`config.mk`:
```
export PLATFORM = sky130hd
export DESIGN_NAME = param_sequence_detector_flat
export DESIGN_NICKNAME = d
export VERILOG_FILES = /design/src/rtl/param_sequence_detector_if.sv /design/src/rtl/param_sequence_detector.sv /design/src/flat_wrapper.sv
export SDC_FILE = /design/constraint.sdc
export NUM_CORES = 1
export LEC_CHECK = 0
export ABC_CLOCK_PERIOD_IN_PS = 3560
export BUFFER_PORTS_ARGS = -buffer_cell sky130_fd_sc_hd__buf_2
export CORE_AREA = 2 2 47 81
export CTS_CLUSTER_SIZE = 40
export DETAILED_ROUTE_END_ITERATION = 8
export DIE_AREA = 0 0 49 83
export PLACE_DENSITY_LB_ADDON = 0.12
export SLEW_MARGIN = 0
export SYNTH_ARGS = -nofsm -noshare
export SYNTH_HDL_FRONTEND = slang
export SYNTH_SLANG_ARGS = --single-unit
```
`constraint.sdc`:
```
create_clock -name clk -period 3.56 [get_ports clk]
set_input_delay 0.356 -clock clk [delete_from_list [all_inputs] [get_ports clk]]
set_output_delay 0.356 -clock clk [all_outputs]
set_load 0.02 [all_outputs]
```
`src/rtl/param_sequence_detector_if.sv`:
```
// Serial detector bus: bit stream, pattern programming and match status.
// The master side feeds bits and programs the pattern; the slave side is the detector.
interface param_sequence_detector_if #(
  parameter int PAT_W = 8,
  parameter int CNT_W = 8
);
  localparam int LEN_W = $clog2(PAT_W) + 1;

  logic             data_in;
  logic             data_valid;
  logic             pat_load;
  logic [PAT_W-1:0] pat_in;
  logic [LEN_W-1:0] len_in;
  logic             overlap_en;
  logic             count_clr;
  logic             data_out;
  logic [CNT_W-1:0] match_count;
  logic             count_sat;

  modport master (
    output data_in, data_valid, pat_load, pat_in, len_in, overlap_en, count_clr,
    input  data_out, match_count, count_sat
  );

  modport slave (
    input  data_in, data_valid, pat_load, pat_in, len_in, overlap_en, count_clr,
    output data_out, match_count, count_sat
  );
endinterface

```
`src/rtl/param_sequence_detector.sv`:
```
// Programmable serial bit-pattern detector with overlap control and a
// saturating match counter. All outputs are registered.
module param_sequence_detector #(
  parameter int               PAT_W     = 8,
  parameter int               CNT_W     = 8,
  parameter logic [PAT_W-1:0] RESET_PAT = PAT_W'(8'b10101011),
  parameter int               RESET_LEN = 8
) (
  input logic                    clk,
  input logic                    rst_n,
  param_sequence_detector_if.slave bus
);
  localparam int               LEN_W       = $clog2(PAT_W) + 1;
  localparam logic [LEN_W-1:0] PAT_W_L     = LEN_W'(PAT_W);
  localparam logic [LEN_W-1:0] RESET_LEN_L = (RESET_LEN > PAT_W) ? PAT_W_L : LEN_W'(RESET_LEN);

  // Ones in the low n bit positions; selects the active part of the pattern.
  function automatic logic [PAT_W-1:0] len_mask(input logic [LEN_W-1:0] n);
    logic [PAT_W-1:0] m;
    m = '0;
    for (int i = 0; i < PAT_W; i++) begin
      m[i] = (LEN_W'(i) < n);
    end
    return m;
  endfunction

  // Lengths above the history depth are clipped to the full depth.
  function automatic logic [LEN_W-1:0] clamp_len(input logic [LEN_W-1:0] n);
    return (n > PAT_W_L) ? PAT_W_L : n;
  endfunction

  // Counter increment that sticks at all ones.
  function automatic logic [CNT_W-1:0] sat_inc(input logic [CNT_W-1:0] c);
    return (&c) ? c : c + 1'b1;
  endfunction

  logic [PAT_W-1:0] hist;
  logic [LEN_W-1:0] fill;
  logic [PAT_W-1:0] pat;
  logic [LEN_W-1:0] len;
  logic             data_out_r;
  logic [CNT_W-1:0] count_r;
  logic             sat_r;

  logic [PAT_W-1:0] h_next;
  logic [LEN_W-1:0] f_next;
  logic             hit;
  logic             match_now;
  logic [CNT_W-1:0] cnt_next;

  // Candidate history after this sample, match test and next counter value.
  always_comb begin
    h_next    = {hist[PAT_W-2:0], bus.data_in};
    f_next    = (fill == PAT_W_L) ? fill : fill + 1'b1;
    hit       = (len != '0) && (f_next >= len) &&
                (((h_next ^ pat) & len_mask(len)) == '0);
    match_now = hit && bus.data_valid && !bus.pat_load;
    if (bus.count_clr)
      cnt_next = '0;
    else if (match_now)
      cnt_next = sat_inc(count_r);
    else
      cnt_next = count_r;
  end

  // History/pattern state, match pulse and counter registers.
  always_ff @(posedge clk or negedge rst_n) begin
    if (!rst_n) begin
      hist       <= '0;
      fill       <= '0;
      pat        <= RESET_PAT;
      len        <= RESET_LEN_L;
      data_out_r <= 1'b0;
      count_r    <= '0;
      sat_r      <= 1'b0;
    end else begin
      data_out_r <= 1'b0;
      count_r    <= cnt_next;
      sat_r      <= &cnt_next;
      if (bus.pat_load) begin
        // A new pattern restarts qualification; a same-edge sample is dropped.
        pat  <= bus.pat_in;
        len  <= clamp_len(bus.len_in);
        fill <= '0;
      end else if (bus.data_valid) begin
        hist <= h_next;
        if (hit) begin
          data_out_r <= 1'b1;
          // Non-overlapping mode keeps the bits but stops them counting.
          fill       <= bus.overlap_en ? f_next : '0;
        end else begin
          fill <= f_next;
        end
      end
    end
  end

  assign bus.data_out    = data_out_r;
  assign bus.match_count = count_r;
  assign bus.count_sat   = sat_r;
endmodule

```
`src/flat_wrapper.sv`:
```
// flat-port wrapper written by rule: the top's interface ports become plain ports
module param_sequence_detector_flat 
#(
  parameter int               PAT_W     = 8,
  parameter int               CNT_W     = 8,
  parameter logic [PAT_W-1:0] RESET_PAT = PAT_W'(8'b10101011),
  parameter int               RESET_LEN = 8
)
  (clk, rst_n, bus_data_in, bus_data_valid, bus_pat_load, bus_pat_in, bus_len_in, bus_overlap_en, bus_count_clr, bus_data_out, bus_match_count, bus_count_sat);
  param_sequence_detector_if #(.PAT_W(PAT_W), .CNT_W(CNT_W)) bus_i ();
  input logic clk;
  input logic rst_n;
  input wire logic [$bits(bus_i.data_in)-1:0] bus_data_in;
  input wire logic [$bits(bus_i.data_valid)-1:0] bus_data_valid;
  input wire logic [$bits(bus_i.pat_load)-1:0] bus_pat_load;
  input wire logic [$bits(bus_i.pat_in)-1:0] bus_pat_in;
  input wire logic [$bits(bus_i.len_in)-1:0] bus_len_in;
  input wire logic [$bits(bus_i.overlap_en)-1:0] bus_overlap_en;
  input wire logic [$bits(bus_i.count_clr)-1:0] bus_count_clr;
  output wire logic [$bits(bus_i.data_out)-1:0] bus_data_out;
  output wire logic [$bits(bus_i.match_count)-1:0] bus_match_count;
  output wire logic [$bits(bus_i.count_sat)-1:0] bus_count_sat;
  assign bus_i.data_in = bus_data_in;
  assign bus_i.data_valid = bus_data_valid;
  assign bus_i.pat_load = bus_pat_load;
  assign bus_i.pat_in = bus_pat_in;
  assign bus_i.len_in = bus_len_in;
  assign bus_i.overlap_en = bus_overlap_en;
  assign bus_i.count_clr = bus_count_clr;
  assign bus_data_out = bus_i.data_out;
  assign bus_match_count = bus_i.match_count;
  assign bus_count_sat = bus_i.count_sat;
  param_sequence_detector #(.PAT_W(PAT_W), .CNT_W(CNT_W), .RESET_PAT(RESET_PAT), .RESET_LEN(RESET_LEN)) u_core (.clk(clk), .rst_n(rst_n), .bus(bus_i));
endmodule
```
* Word-level counts from Yosys, hierarchy flattened
Index checks and enable logic that the tools add are counted.
Word-level totals: register bits after elaboration 33, output and inout bits 10
Operators by class: add/subtract/negate cells 2, order comparisons 10, eq/ne operators 1, multiplexer cells 12, bitwise operators 3, reduce and logical (&&, ||, !) cells 11
Operators by type and width (number):
- 4-bit 2-to-1 mux | 6
- 8-bit 2-to-1 mux | 3
- 3-bit by 4-bit less-than comparator with 1-bit output, first input constant | 4
- 8-bit AND reduction | 2
- 8-bit by 1-bit adder with 8-bit output, second input constant | 1
- 8-bit bitwise AND | 1
- 8-bit logical NOT | 1
- 1-bit by 4-bit less-than comparator with 1-bit output, first input constant | 2
- 2-bit by 4-bit less-than comparator with 1-bit output, first input constant | 2
- 8-bit bitwise XOR | 1
- 4-bit by 1-bit adder with 4-bit output, second input constant | 1
- 4-bit equality test, second input constant | 1
- 4-bit >= comparator | 1
- 4-bit > comparator, second input constant | 1
- 1-bit logical AND | 4
- 4-bit nonzero test | 1
- 1-bit 2-to-1 mux | 3
- 2-bit AND reduction | 1
- 2-bit nonzero test | 1
- 1-bit logical NOT | 1
- 1-bit NOT | 1

* Logic depth before layout (Yosys ltp)
depth in word-level cells 10, gate-level depth with buffers 14, gate-level depth less buffers 13

* Least setup slack after synthesis
OpenSTA, ideal clock, no wires.
kind flip-flop to flip-flop, from reg u_core.fill[0], to reg u_core.sat_r, in the netlist u_core.bus.count_sat, library setup time 67 ps, data arrival time 2781 ps, required time 3493 ps, path slack 712 ps, stages on the path, launching flop included 15, buffers on the path 1, period minus slack after synthesis 2848 ps, cells stage by stage dfrtp_1 > inv_1 > ha_1 > nand2_1 > nand3_1 > o21a_1 > inv_1 > ha_1 > o21ai_0 > a221o_1 > or3_1 > buf_6 > o31a_1 > a311oi_2 > o2111a_1
On the way: longest elaborated chain between the ends 10, elaborated cells on any way between the ends 11, those cells by class add/sub (1); order compare (1); eq/ne (1); mux (3); reduce/logical (5)
RTL lines:
- start: declaration | line param_sequence_detector.sv:38 | logic [LEN_W-1:0] fill;
- start signal: assignment | line param_sequence_detector.sv:90 | fill <= bus.overlap_en ? f_next : '0;
- start signal: assignment | line param_sequence_detector.sv:92 | fill <= f_next;
- 4-bit by 1-bit adder with 4-bit output / 4-bit equality test (equally long branches) | line param_sequence_detector.sv:54 | f_next = (fill == PAT_W_L) ? fill : fill + 1'b1;
- 4-bit 2-to-1 mux (*) | line param_sequence_detector.sv:54
- 4-bit >= comparator (*) | line param_sequence_detector.sv:55 | hit = (len != '0) && (f_next >= len) &&
- 1-bit logical AND (*) (2 in a row) | line param_sequence_detector.sv:55
- 1-bit logical AND (*) (2 in a row) | line param_sequence_detector.sv:57 | match_now = hit && bus.data_valid && !bus.pat_load;
- 8-bit 2-to-1 mux (*) | line param_sequence_detector.sv:60 | else if (match_now)
- 8-bit 2-to-1 mux (*) | line param_sequence_detector.sv:58 | if (bus.count_clr)
- net u_core.cnt_next[6] | line param_sequence_detector.sv:49 | logic [CNT_W-1:0] cnt_next;
- 8-bit AND reduction (*) | line param_sequence_detector.sv:79 | sat_r <= &cnt_next;
- end signal: assignment | line param_sequence_detector.sv:79
- end: declaration | line param_sequence_detector.sv:43 | logic sat_r;
Mark *: on every way through the listed nets, which the timed path passes. The rest lies on a longest branch. A chain may end at the register's enable or synchronous reset.

* Worst setup path after layout
from reg u_core.fill[0], to reg u_core.sat_r, in the netlist u_core.bus.count_sat
On the way: longest elaborated chain between the ends 10, elaborated cells on any way between the ends 11, those cells by class add/sub (1); order compare (1); eq/ne (1); mux (3); reduce/logical (5)
RTL lines (line):
- 4-bit by 1-bit adder with 4-bit output / 4-bit equality test (equally long branches) | param_sequence_detector.sv:54
- 4-bit 2-to-1 mux (*) | param_sequence_detector.sv:54
- 4-bit >= comparator (*) | param_sequence_detector.sv:55
- 1-bit logical AND (*) (2 in a row) | param_sequence_detector.sv:55
- 1-bit logical AND (*) (2 in a row) | param_sequence_detector.sv:57
- 8-bit 2-to-1 mux (*) | param_sequence_detector.sv:60
- 8-bit 2-to-1 mux (*) | param_sequence_detector.sv:58
- 8-bit AND reduction (*) | param_sequence_detector.sv:79
Mark *: on every way between the ends. The rest lies on a longest branch, timed or not.

==> impl_metrics.xml <==
<?xml version="1.0" encoding="UTF-8"?>
<metrics>
  <group name="global_route">
    <metric name="grt_use_total" unit="">0.214</metric>
    <metric name="wire_length_of_the_first_global_routing_pass" unit="microns">6840</metric>
    <metric name="grt_overflow_total" unit="">0</metric>
    <metric name="first_global_vias" unit="">1554</metric>
    <metric name="grt_antenna_before_repair" unit="">0</metric>
    <metric name="grt_start_max_net_pins" unit="">34</metric>
  </group>
  <group name="timing">
    <metric name="slew-limit-headroom" unit="">0.515</metric>
    <metric name="highest_clock_rate" unit="MHz">317</metric>
    <metric name="whs" unit="ns">0.133</metric>
    <metric name="rsz0062_at_grt" unit="">no</metric>
    <metric name="setup_slack" unit="ns">0.402</metric>
    <metric name="timing.final.setup_violations" unit="">0</metric>
    <metric name="min_clock_period_post_route" unit="ns">3.16</metric>
    <metric name="report.final.slew_viol_count" unit="">0</metric>
    <metric name="timing.final.crit_share" unit="">0.887</metric>
    <metric name="final_clock_skew" unit="ns">0.00783</metric>
    <metric name="tightestPinTransition" unit="ns">0.728</metric>
    <metric name="timing_hold_violations_final" unit="">0</metric>
    <metric name="fin_tns_setup" unit="ns">0</metric>
  </group>
  <group name="power_and_ir_drop">
    <metric name="internal_power" unit="mW">0.601</metric>
    <metric name="comb_power_share" unit="">0.151</metric>
    <metric name="power.density" unit="nW/um^2">399</metric>
    <metric name="p_switching" unit="mW">0.232</metric>
    <metric name="p_sw_frac" unit="">0.278</metric>
    <metric name="power.leakage" unit="nW">0.979</metric>
    <metric name="clkPwrFrac" unit="">0.324</metric>
    <metric name="peakVddDrop" unit="uV">273</metric>
    <metric name="pwr-share-seq" unit="">0.525</metric>
    <metric name="power" unit="mW">0.833</metric>
  </group>
  <group name="placement">
    <metric name="dp_hpwl" unit="microns">2870</metric>
    <metric name="post_dp_cell_area" unit="sq um">2000</metric>
    <metric name="number_of_buffer_cells_added_on_primary_ports" unit="">28</metric>
    <metric name="finalWeightedCongestion" unit="">0.885</metric>
    <metric name="placedCellCount" unit="">258</metric>
    <metric name="dp_worst_setup_slack" unit="ns">0.438</metric>
  </group>
  <group name="cts">
    <metric name="post_cts.resized_instances" unit="">0</metric>
    <metric name="clkSlewWorstSetupHoldPaths" unit="ns">0.07</metric>
    <metric name="numClockSinks" unit="">33</metric>
    <metric name="post-cts-setup-buffers" unit="">0</metric>
    <metric name="tritoncts_clock_tree" unit="">yes</metric>
    <metric name="cts_hold_buf" unit="">0</metric>
    <metric name="worst_skew_pair_later_pin_latency" unit="ns">0.28</metric>
    <metric name="htree_num_levels" unit="">2</metric>
    <metric name="root_buffer" unit="">clkbuf_8</metric>
    <metric name="cts_inserted_buffers" unit="">5</metric>
    <metric name="cts_max_path_buffers" unit="">2</metric>
  </group>
  <group name="finish">
    <metric name="area_delta_synth_final" unit="%">14.0</metric>
    <metric name="layout.nets" unit="">246</metric>
    <metric name="post-route-cell-area" unit="sq um">2090</metric>
    <metric name="highest_count_cells_in_the_layout_ignoring_fill_and_taps" unit="">nand2_1 (37), buf_2 (28), dfrtp_1 (27), inv_1 (14), nor2_1 (12)</metric>
    <metric name="instances_no_fill" unit="">266</metric>
    <metric name="antenna_cells_inserted" unit="">0</metric>
    <metric name="most_frequent_standard_cell_in_the_layout_excluding_fill_and_tap_cells" unit="">nand2_1</metric>
    <metric name="finish.utilization" unit="">0.614</metric>
    <metric name="layout_cells_sized_above_1" unit="">0.244</metric>
  </group>
  <group name="floorplan">
    <metric name="die_area" unit="sq um">4070</metric>
    <metric name="floorplan.die.height" unit="microns">83</metric>
    <metric name="pin_count" unit="">29</metric>
    <metric name="dieWidth" unit="microns">49</metric>
    <metric name="std_cell_rows" unit="">28</metric>
    <metric name="initial_utilization" unit="">0.539</metric>
    <metric name="core_area" unit="sq um">3400</metric>
  </group>
  <group name="critical_path">
    <metric name="cell_with_the_biggest_individual_delay_on_the_critical_path" unit="">or3_1</metric>
    <metric name="worstPathArrival" unit="ns">3.38</metric>
    <metric name="timing.critical_path.from_type" unit="">flop</metric>
    <metric name="crit_path_cell_trace" unit="">inv_1 &gt; ha_1 &gt; nand2_1 &gt; nand3_1 &gt; o21a_1 &gt; inv_1 &gt; ha_1 &gt; o21ai_0 &gt; a221o_1 &gt; or3_1 &gt; nor3_2 &gt; mux2i_1 &gt; o2111a_1</metric>
    <metric name="setup.worst_path.end_class" unit="">flop</metric>
    <metric name="worst_path_largest_cell_delay" unit="ns">0.54</metric>
    <metric name="timing.setup.critical_path_class" unit="">flop to flop</metric>
    <metric name="critical_path.max_fanout" unit="">10</metric>
    <metric name="crit_required" unit="ns">3.78</metric>
  </group>
  <group name="logic_synthesis">
    <metric name="synthesis.yosys.warnings" unit="">0</metric>
    <metric name="seq_area_frac_synth" unit="">0.455</metric>
    <metric name="synth_cell_types" unit="">43</metric>
    <metric name="syn_inst" unit="">191</metric>
    <metric name="synthesis.area" unit="sq um">1830</metric>
    <metric name="ff_latch_count_synth" unit="">33</metric>
    <metric name="synthesis.area_per_instance" unit="sq um">9.58</metric>
    <metric name="synth_top_area_share" unit="">0.369</metric>
    <metric name="postSynthNetCount" unit="">217</metric>
    <metric name="synthDominantAreaCellType" unit="">dfrtp_1</metric>
    <metric name="synth.top_cells.by_area" unit="">dfrtp_1 (37%), dfstp_2 (8.6%), nand2_1 (7.6%), mux2_2 (4.9%), ha_1 (4.8%)</metric>
  </group>
  <group name="drt">
    <metric name="post_drt_wl_per_cell" unit="microns">14.5</metric>
    <metric name="routed_via_density" unit="">5.41</metric>
    <metric name="remaining_antenna_violation_count_after_routing" unit="">0</metric>
    <metric name="drt_first_iter_violations" unit="">19</metric>
    <metric name="firstDrtPassIters" unit="">4</metric>
    <metric name="total_wire_length_after_detailed_routing" unit="microns">3840</metric>
    <metric name="route.detailed.drc" unit="">0</metric>
    <metric name="detailroute.via_count" unit="">1439</metric>
  </group>
  <group name="run_status">
    <metric name="run_status" unit="">finished clean</metric>
  </group>
  <group name="run">
    <metric name="cap_violations" unit="">0</metric>
  </group>
  <group name="hold_path">
    <metric name="hold_class" unit="">input port to async pin</metric>
  </group>
</metrics>
[per-layer routing]
layer | vias up | part of all wire | GRT usage
met1 | 690 | 0.41 | 0.234
li1 | 717 | - | -
met2 | 26 | 0.54 | 0.381
met5 | - | 0 | 0
met3 | 6 | 0.030 | 0.0486
met4 | 0 | 0.015 | 0.0987
[synthesized netlist by cell type]
cell type	count
nor3_1	2
nand3_1	5
o2111a_1	2
o21ai_0	8
nand2_1	37
nand4bb_1	1
inv_1	14
or2_0	1
buf_1	1
xnor2_1	10
dfrtp_1	27
clkbuf_1	5
o32ai_1	1
nor3_2	1
o31ai_1	1
or3_1	1
nand3b_1	2
o2bb2ai_1	1
o22ai_1	3
nor2_1	12
nor2b_1	1
o2111ai_1	1
nand2b_1	2
a221o_1	1
nor4_1	4
a21oi_1	2
a311oi_2	1
buf_6	1
nor2_4	1
a31oi_1	1
nand4_1	1
and2_1	1
nor4b_1	3
a21o_1	1
xor2_1	5
mux2i_1	3
dfstp_2	6
mux2_2	8
nand4b_1	1
o31a_1	2
o21a_1	1
and3_1	2
ha_1	7
[power by group through the flow]
stage / registers [mW] / clock network [mW] / logic (mW)
floorplan: 0.438 / 0 / 0.0898
global placement: 0.443 / 0 / 0.121
detailed placement: 0.445 / 0 / 0.126
CTS: 0.438 / 0.280 / 0.127
global route: 0.441 / 0.295 / 0.144
finish: 0.438 / 0.270 / 0.126
[critical path, delay by kind of cell (launching register included)]
family	cells	cell delay [ns]
AND/OR/NAND/NOR	4	1.09
AO/OA/AOI/OAI	4	0.76
adder cells (fa/ha/maj)	2	0.42
flip-flops	1	0.42
multiplexers	1	0.24
buffers and inverters	2	0.16
[kinds of logic (layout without fill, tap and decap cells)]
group                      after synthesis  count (layout)  share of synthesized area
muxes                                   11              11                     0.0656
DFF                                     33              33                      0.455
xor gates and xnor gates                15              15                     0.0718
buffers and inverters                   21              51                     0.0472
AOI/OAI and AO/OA                       26              26                      0.103
and+or+nand+nor                         78              78                      0.209
adders and majority gates                7               7                     0.0478
[path summary, 6_finish.rpt]
path	from	to	slack, ns	cells past startpoint
worst max-delay path	u_core.fill[0]	u_core.bus.count_sat	0.40	13
worst min-delay path	rst_n	u_core.hist[6]	0.13	1
worst max register to register	u_core.fill[0]	u_core.bus.count_sat	0.40	13
worst min register to register	u_core.hist[2]	u_core.hist[3]	0.51	2
max in group asynchronous	rst_n	u_core.bus.match_count[3]	2.96	1
min in group clk	bus_data_in	u_core.hist[0]	0.29	3
[registers in the layout, indices dropped and copies added (netlist names)]
register                cells
u_core.hist                 7
u_core.pat                  8
u_core.len                  4
u_core.fill                 4
u_core.bus.match_count      8
u_core.bus.data_out         1
u_core.bus.count_sat        1
[cell type report]
type,instances,area [sq um]
Multi-Input combinational cell,137,911
Clock inverter,3,17.5
Tap cell,45,56.3
Timing Repair Buffer,29,148
Fill cell,309,1310
Sequential cell,33,833
Clock buffer,5,68.8
Inverter,14,52.6
Note: power is estimated with default switching activity, not from simulation.
